`src/rtl/frame_mode_ctrl.sv`:
```
// Debounced button mode select and frame-aligned stream routing from the edge-detection taps to the framer.
// Optional stall watchdog: define FRAME_MODE_CTRL_WATCHDOG_EN.
//   state     | meaning
//   ST_IDLE   | between frames, mode follows the debounced buttons
//   ST_STREAM | frame in progress, mode frozen until its last element
module frame_mode_ctrl #(
  parameter int unsigned width_p            = 1,
  parameter int unsigned packet_len_elems_p = 75684,
  parameter int unsigned debounce_cycles_p  = 250000,
  parameter int unsigned timeout_cycles_p   = 2500000
) (
  input  logic                 clk_i,
  input  logic                 reset_i,
  input  logic [3:1]           button_i,
  input  logic [4*width_p-1:0] src_data_i,
  input  logic [3:0]           src_valid_i,
  output logic [3:0]           src_ready_o,
  output logic [width_p-1:0]   data_o,
  output logic                 valid_o,
  input  logic                 ready_i,
  output logic [1:0]           mode_o,
  output logic                 frame_done_o,
  output logic [7:0]           frame_count_o,
  output logic [5:1]           led_o
);

  localparam int unsigned cnt_w_lp = $clog2(packet_len_elems_p + 1);
  localparam int unsigned db_w_lp  = (debounce_cycles_p > 1) ? $clog2(debounce_cycles_p) : 1;

  localparam logic [cnt_w_lp-1:0] elem_last_lp = cnt_w_lp'(packet_len_elems_p - 1);
  localparam logic [cnt_w_lp-1:0] elem_one_lp  = cnt_w_lp'(1);
  localparam logic [db_w_lp-1:0]  db_last_lp   = db_w_lp'(debounce_cycles_p - 1);
  localparam logic [db_w_lp-1:0]  db_one_lp    = db_w_lp'(1);

  typedef enum logic {
    ST_IDLE   = 1'b0,
    ST_STREAM = 1'b1
  } state_e;

  logic [2:0]          sync1_q, sync2_q, samp_q, stable_q;
  logic [db_w_lp-1:0]  db_cnt_q, db_cnt_d;
  logic [1:0]          pend_q, pend_d;

  state_e              state_q;
  logic [1:0]          mode_q;
  logic [cnt_w_lp-1:0] elem_cnt_q;
  logic [7:0]          frame_cnt_q;
  logic                hs;
  logic                last_elem;

  logic [width_p-1:0]  src_slot [4];

  // Counter restarts on any change of the synchronized sample and saturates once accepted.
  always_comb begin
    db_cnt_d = db_cnt_q;
    if (sync2_q != samp_q) begin
      db_cnt_d = '0;
    end else if (db_cnt_q != db_last_lp) begin
      db_cnt_d = db_cnt_q + db_one_lp;
    end
  end

  always_comb begin
    pend_d = 2'd3;
    case (stable_q)
      3'b001:  pend_d = 2'd0;
      3'b010:  pend_d = 2'd1;
      3'b100:  pend_d = 2'd2;
      default: pend_d = 2'd3;
    endcase
  end

  always_ff @(posedge clk_i) begin
    if (!reset_i) begin
      sync1_q  <= 3'b000;
      sync2_q  <= 3'b000;
      samp_q   <= 3'b000;
      db_cnt_q <= '0;
      stable_q <= 3'b000;
      pend_q   <= 2'd3;
    end else begin
      sync1_q  <= button_i;
      sync2_q  <= sync1_q;
      samp_q   <= sync2_q;
      db_cnt_q <= db_cnt_d;
      if ((sync2_q == samp_q) && (db_cnt_d == db_last_lp)) begin
        stable_q <= samp_q;
      end
      pend_q   <= pend_d;
    end
  end

  for (genvar g = 0; g < 4; g++) begin : g_slot
    assign src_slot[g] = src_data_i[g*width_p +: width_p];
  end

  always_comb begin
    src_ready_o         = 4'b1111;
    src_ready_o[mode_q] = ready_i;
    data_o              = src_slot[mode_q];
    valid_o             = src_valid_i[mode_q];
  end

  assign hs        = valid_o & ready_i;
  // The counter rests at zero in IDLE, so one compare covers single-element frames too.
  assign last_elem = (elem_cnt_q == elem_last_lp);
  assign frame_done_o = reset_i & hs & last_elem;

`ifdef FRAME_MODE_CTRL_WATCHDOG_EN
  localparam int unsigned stall_w_lp = (timeout_cycles_p > 1) ? $clog2(timeout_cycles_p) : 1;
  localparam logic [stall_w_lp-1:0] stall_last_lp = stall_w_lp'(timeout_cycles_p - 1);
  localparam logic [stall_w_lp-1:0] stall_one_lp  = stall_w_lp'(1);

  logic [stall_w_lp-1:0] stall_q;
  logic                  abort_q;
`endif

  always_ff @(posedge clk_i) begin
    if (!reset_i) begin
      state_q     <= ST_IDLE;
      mode_q      <= 2'd3;
      elem_cnt_q  <= '0;
      frame_cnt_q <= 8'd0;
`ifdef FRAME_MODE_CTRL_WATCHDOG_EN
      stall_q     <= '0;
      abort_q     <= 1'b0;
`endif
    end else begin
      case (state_q)
        ST_IDLE: begin
          if (hs) begin
            if (last_elem) begin
              frame_cnt_q <= frame_cnt_q + 8'd1;
              mode_q      <= pend_q;
            end else begin
              // Mode stays as used by this first element so the packet has a single source.
              state_q    <= ST_STREAM;
              elem_cnt_q <= elem_one_lp;
`ifdef FRAME_MODE_CTRL_WATCHDOG_EN
              stall_q    <= '0;
`endif
            end
          end else begin
            mode_q <= pend_q;
          end
        end
        ST_STREAM: begin
          if (hs) begin
`ifdef FRAME_MODE_CTRL_WATCHDOG_EN
            stall_q <= '0;
`endif
            if (last_elem) begin
              state_q     <= ST_IDLE;
              elem_cnt_q  <= '0;
              frame_cnt_q <= frame_cnt_q + 8'd1;
            end else begin
              elem_cnt_q <= elem_cnt_q + elem_one_lp;
            end
          end
`ifdef FRAME_MODE_CTRL_WATCHDOG_EN
          else if (stall_q == stall_last_lp) begin
            state_q    <= ST_IDLE;
            elem_cnt_q <= '0;
            stall_q    <= '0;
            abort_q    <= 1'b1;
          end else begin
            stall_q <= stall_q + stall_one_lp;
          end
`endif
        end
        default: state_q <= ST_IDLE;
      endcase
    end
  end

  assign mode_o        = mode_q;
  assign frame_count_o = frame_cnt_q;

`ifdef FRAME_MODE_CTRL_WATCHDOG_EN
  assign led_o = {abort_q, frame_cnt_q[0], (state_q == ST_STREAM), mode_q};
`else
  assign led_o = {frame_cnt_q[1:0], (state_q == ST_STREAM), mode_q};
`endif

endmodule
```
`config.mk`:
```
export PLATFORM = sky130hd
export DESIGN_NAME = frame_mode_ctrl
export DESIGN_NICKNAME = d
export VERILOG_FILES = /design/src/rtl/frame_mode_ctrl.sv
export SDC_FILE = /design/constraint.sdc
export NUM_CORES = 1
export LEC_CHECK = 0
export BUFFER_PORTS_ARGS = -buffer_cell sky130_fd_sc_hd__buf_2
export CAP_MARGIN = 30
export CORE_MARGIN = 2
export CORE_UTILIZATION = 35
export DETAILED_ROUTE_END_ITERATION = 6
export GPL_TIMING_DRIVEN = 0
export HOLD_SLACK_MARGIN = 0.05
export PLACE_DENSITY_LB_ADDON = 0.25
export REMOVE_ABC_BUFFERS = 1
export SYNTH_ARGS = -nofsm -noshare
export SYNTH_HDL_FRONTEND = slang
export SYNTH_SLANG_ARGS = --single-unit
```
`constraint.sdc`:
```
create_clock -name clk_i -period 2.3 [get_ports clk_i]
set_clock_uncertainty 0.05 [all_clocks]
set_input_delay 0.115 -clock clk_i [delete_from_list [all_inputs] [get_ports clk_i]]
set_output_delay 0.115 -clock clk_i [all_outputs]
set_load 0.01 [all_outputs]
```
==> run metrics, run 1 <==
status=complete, no violations; clock-pin slew of the registers on the worst-case setup and hold paths=approximately 70 ps; DR pass1 iterations=6; Chip Width=97.2 µm; area grow syn2layout=20.3%; area of the mapped netlist=between 0.003 and 0.004 mm²; initial cell density of the core=a little over a third; initial antenna violation count=0; Core ar.=0.00830 mm²; largest stage delay on the critical path=560 ps; die height=97.2 µm; fraction of layout cells with a size suffix above 1=22.2%; Reg2Reg Launch Point=db_cnt_q[1]; Mapped Cells=353; Post-Layout Cell Count=around 500; Distinct cells, synth=51; routed vias=2,611; input/output buffers=35; r2r setup slk=140 ps; worst-path maximum fanout=7; first-pass GRT wire length=11.4 mm; final period utilization=93.9%; cells on worst reg2reg path=7; FF+latch count, synth=60; row count=33; commonest non-fill, non-tap cell in the layout=dfxtp_1; Antenna Cells=0; leading cell types in the layout, fill and taps excluded=dfxtp_1 (54), nor2_1 (47), buf_2 (35), nand2_1 (27), a21oi_1 (18); # nets final=roughly 400; Crit path depth=7; WHS Path Cells=3; largest net degree at the start of global routing=28; Post-synth EDFFs=0; Tmin final=2160 ps; worst setup margin=140 ps; worst reg2reg endpoint=stable_q[0]; crit path capture type=flop; delay-heaviest family, CP=simple AND/OR/NAND/NOR gates; WL final=6.47 mm; post-layout util=between 40 and 50%; Synth area leaders=dfxtp_1 (40%), nor2_1 (5.8%), xor2_1 (4.0%), xnor2_1 (3.7%), nand2_1 (3.3%); Yosys top cell by area=dfxtp_1; Leakage Power=1.32 nW; Top Ports=36; Worst IR Drop VDD=0.000302 V; 1st-iter DRT viols=110; hold crit path type=in2reg; ys async rst share=0%; synth warn=0; Startpoint Class=flop; gp weighted congestion=0.816; worst setup path start=db_cnt_q[1]; number of nets still failing antenna checks after routing=0; max cap viols=0; H-tree depth=3; final setup vio count=0; WS Path Type=reg2reg; Mean Syn Cell Area=8.61 µm²; share of the synthesized area in the top cell type=39.5%; Final HPWL DP=4.40 mm; Max Root-Sink Buffers=2; CP arrival=2330 ps; Seq/Total Area, Yosys=39.5%; power density cells=648 mW/mm²; TritonCTS clock tree=yes; number of global-route vias before repair=2,555; Setup WS pre-CTS=-106 ps; Max Slew Vio Count=0; clock net sink count=60; final hold violation count=0; WL/cell=13.0 µm; Slew HR=62.3%; All-Layer GR Usage=14.3%; mean number of vias per cell=5.25; placed insts=473; Die Area=approximately 0.0094 mm²; Worst EP required=2470 ps; clk_lat worst skew=350 ps; FF/Latch Area=between 0.001 and 0.0015 mm²; Multi-input gate area=0.00178 mm²; fillers=802; clk root buf=clkbuf_8; Hold WS=199 ps; cell at the slowest stage of the critical path=or4_4; DRC violations left=0; Bufs and invs on worst path=0; FMAX=463 MHz; measured slew at the worst slew-check pin=564 ps; Post-synth top flop=dfxtp_1; worst-path cell chain=ha_4, nand3_4, nor4_4, xnor2_1, or4_4, o21ai_1, a21oi_1; number of CTS-inserted buffers=9; CP endpoint=stable_q[0]; final setup TNS=0 ps; remaining global-route overflow=0
## cells in the mapped netlist (all sizes together), types with 2 or more instances
library cell and n:
nor3 17, buf 12, ha 3, a31oi 2, mux2i 3, o21ai 17
nand4b 2, and4 5, a22oi 2, dfxtp 60, a211oi 2, a21oi 19
or3 6, and2 15, nor3b 3, nor4bb 2, nand3 16, xnor2 13
nor4 8, a41oi 2, nor4b 2, xor2 14, nand3b 3, nand4 12
nor2 47, inv 6, a21o 3, clkbuf 9, mux4 2, nand2 27
or2 2, a311oi 6, and3 3
## power by group
group,internal [W],total (W),switching (W)
Sequential,0.00106,0.00108,0.0000267
Combinational,0.0000745,0.000172,0.0000970
Clock,0.000700,0.00111,0.000414
Total,0.00183,0.00237,0.000538
## cells by family after synthesis
logic type	Yosys count	synth area share, %
AOI/OAI and AO/OA	59	12.1
DFF	60	39.5
buffers and inverters	27	4.49
muxes	5	2.47
and+or+nand+nor	172	32.4
adders and majority gates	3	1.24
xor gates and xnor gates	27	7.78
## metrics by stage
step,instance area (µm²),total power (W)
after detailed placement,3260,0.00126
after global placement,3230,0.00125
after global routing,3660,0.00247
final,3660,0.00237
after floorplan,2930,0.00119
after CTS,3560,0.00239
## sequential cells by signal (all words and copies together) (netlist names), named ones only
| name | count |
|---|---|
| sync2_q | 3 |
| stable_q | 3 |
| db_cnt_q | 18 |
| samp_q | 3 |
| sync1_q | 3 |
| pend_q | 2 |
| elem_cnt_q | 17 |
| mode_o | 2 |
| frame_count_o | 8 |
## timing repair
| item | CTS | global route |
|---|---|---|
| cloned | 0 | 0 |
| setup endpoints to repair | 13 | 16 |
| hold endpoints to repair | 5 | 0 |
| pin swaps | 0 | 1 |
| resized for setup | 5 | 16 |
| hold buffers | 4 | 0 |
| buffers inserted | 0 | 4 |
## area by class of cell
class                           instances  share of cell area, %
Clock inverter                          3                   1.85
Inverter                                6                  0.616
Clock buffer                           13                   4.62
Tap cell                              105                   3.59
Multi-Input combinational cell        266                   48.7
Timing Repair Buffer                   44                   7.46
Sequential cell                        60                   33.1
## routing by layer
layer  GRT usage [%]  vias to the layer above  wire, µm
met2            24.1                       49      3120
met4            6.07                        0       117
met5               0                        -         0
met3            4.10                       13       271
li1                -                     1337         -
met1            17.1                     1212      2960
## how the worst min path moves through the flow
stage	startpoint	to	slack, ps
2_1_floorplan	reset_i	mode_o[0]	140
3_3_place_gp	button_i[1]	sync1_q[0]	280
3_5_place_dp	button_i[2]	sync1_q[1]	280
4_1_cts	ready_i	flop	140
5_1_grt	ready_i	elem_cnt_q[0]	250
6_report	ready_i	elem_cnt_q[0]	200
## worst reg2reg max path, stage by stage (launching register included)
cell     delay, ps
dfxtp_2        410
ha_4           190
nand3_4        140
nor4_4         290
xnor2_1        170
or4_4          560
o21ai_1        160
a21oi_1         80
(Power assumes the default switching activity.)
==> run 2: changes to the inputs <==
CELL_PAD_IN_SITES_DETAIL_PLACEMENT = 0   (was default)
CELL_PAD_IN_SITES_GLOBAL_PLACEMENT = 1   (was default)
SETUP_SLACK_MARGIN = 0.02   (was default)
==> run metrics, run 2 (synthesis gave the netlist of run 1 again) <==
status=complete, no violations; worst setup margin=179 ps; gp weighted congestion=0.759; r2r setup slk=180 ps; hold crit path type=in2reg; WL/cell=roughly 13 µm; clock-pin slew of the registers on the worst-case setup and hold paths=70 ps; Met2 Routed Length=3.24 mm; row count=33; CP arrival=2290 ps; worst setup path start=db_cnt_q[1]; All-Layer GR Usage=14.5%; placed insts=473; DRC violations left=0; H-tree depth=3; fraction of layout cells with a size suffix above 1=a little under a quarter; worst-path cell chain=ha_4, nand3_4, nor4_4, xnor2_2, or4_4, o21ai_1, a21oi_1; WL final=6.54 mm; RSZ-0062 raised after global routing=false; area grow syn2layout=19.8%; commonest non-fill, non-tap cell in the layout=dfxtp_1; Final HPWL DP=4.42 mm; clk root buf=clkbuf_8; Tmin final=2120 ps; Setup WS pre-CTS=-113 ps; max cap viols=0; # nets final=403; clock net sink count=60; cell at the slowest stage of the critical path=or4_4; Worst IR Drop VDD=0.000294 V; detailed route wirelength on metal3=around 220 µm; FMAX=472 MHz; post-layout util=43.9%; power density cells=608 mW/mm²; Reg2Reg Launch Point=db_cnt_q[1]; clk_lat worst skew=340 ps; largest net degree at the start of global routing=28; Chip Width=~97 µm; final setup vio count=0; Reg with most FFs=db_cnt_q; mean number of vias per cell=5.23; routed metal-1 wirelength=about 3.0 mm; Leakage Power=between 1 and 1.5 nW; Hold WS=195 ps; first-pass GRT wire length=11.4 mm; 1st-iter DRT viols=57; worst-path maximum fanout=7; remaining global-route overflow=0; Slew HR=between 60 and 70%; Core ar.=approximately 0.0083 mm²; leading cell types in the layout, fill and taps excluded=dfxtp_1 (53), nor2_1 (47), buf_2 (35), nand2_1 (27), a21oi_1 (18); number of nets still failing antenna checks after routing=0; Antenna Cells=0; max reg flops=18; routed vias=2,595; Max Root-Sink Buffers=2; Worst EP required=2470 ps; largest stage delay on the critical path=about 540 ps; Power, Total=0.00221 W; DR pass1 iterations=5; Die Area=0.00944 mm²; Post-Layout Cell Count=a little under 500; number of CTS-inserted buffers=9; CP endpoint=stable_q[0]; Startpoint Class=flop; crit path capture type=flop; measured slew at the worst slew-check pin=approximately 590 ps; Max Slew Vio Count=0; max layer used=met4; initial cell density of the core=a little over a third; final hold violation count=0; die height=between 90 and 100 µm; Top Ports=36; number of global-route vias before repair=2,525; input/output buffers=35; TritonCTS clock tree=yes; worst reg2reg endpoint=stable_q[0]; cells on worst reg2reg path=7; initial antenna violation count=0; WS Path Type=reg2reg; final period utilization=92.2%
[run 2: cell types whose count changed in the layout (fill, tap and decap cells not counted), sizes merged]
cell and delta:
buf -1, bufinv -1, clkinv +3, clkinvlp +1, clkbuf -3
[run 2: routing by layer]
layer | vias up | track usage (%)
met5 | - | 0
li1 | 1333 | -
met2 | 38 | 25.0
met3 | 12 | 4.82
met1 | 1212 | 16.8
met4 | 0 | 5.20
[run 2: worst max-delay path: cells and delay by family, from the launching register on]
family                   cells  cell delay (ps)
AO/OA/AOI/OAI                2              220
XOR/XNOR                     1              140
adder cells (fa/ha/maj)      1              190
flip-flops                   1              400
AND/OR/NAND/NOR              3             1010
[run 2: through the flow]
stage / instance area (µm²) / TNS, ps
final: 3640 / 0
after global routing: 3640 / 0
after CTS: 3520 / -205
after detailed placement: 3260 / -717
after global placement: 3230 / -1260
after floorplan: 2930 / 0
[run 2: worst min-delay path by stage]
stage	startpoint	endpoint	cells past startpoint
finish	ready_i	elem_cnt_q[0]	3
CTS	ready_i	flop	3
floorplan	reset_i	mode_o[0]	1
global placement	button_i[2]	sync1_q[1]	2
detailed placement	button_i[2]	sync1_q[1]	2
global route	ready_i	elem_cnt_q[0]	3
[run 2: where the power goes]
| group | internal (W) | switching [W] | leakage, nW | total [W] |
|---|---|---|---|---|
| sequential | 0.00106 | 0.0000256 | 0.489 | 0.00108 |
| combinational | 0.0000742 | 0.0000964 | 0.726 | 0.000171 |
| clock | 0.000527 | 0.000434 | 0.0983 | 0.000961 |
| total | 0.00166 | 0.000556 | 1.31 | 0.00221 |
[run 2: what timing repair did]
item,in CTS,in global routing
gates resized for setup,5,22
setup buffers,0,3
endpoints found under the hold margin,5,0
hold buffers,4,0
pin swaps,0,2
endpoints found under the setup margin,16,23
gates cloned,0,0
[run 2: layout make-up]
| type | instances | area (µm²) |
|---|---|---|
| tap | 105 | 131 |
| clock inverter | 6 | 63.8 |
| inverter | 6 | 22.5 |
| clock buffer | 10 | 138 |
| fill | 828 | 4660 |
| sequential | 60 | 1210 |
| timing repair buffer | 43 | 265 |
| multi-input combinational | 266 | 1810 |
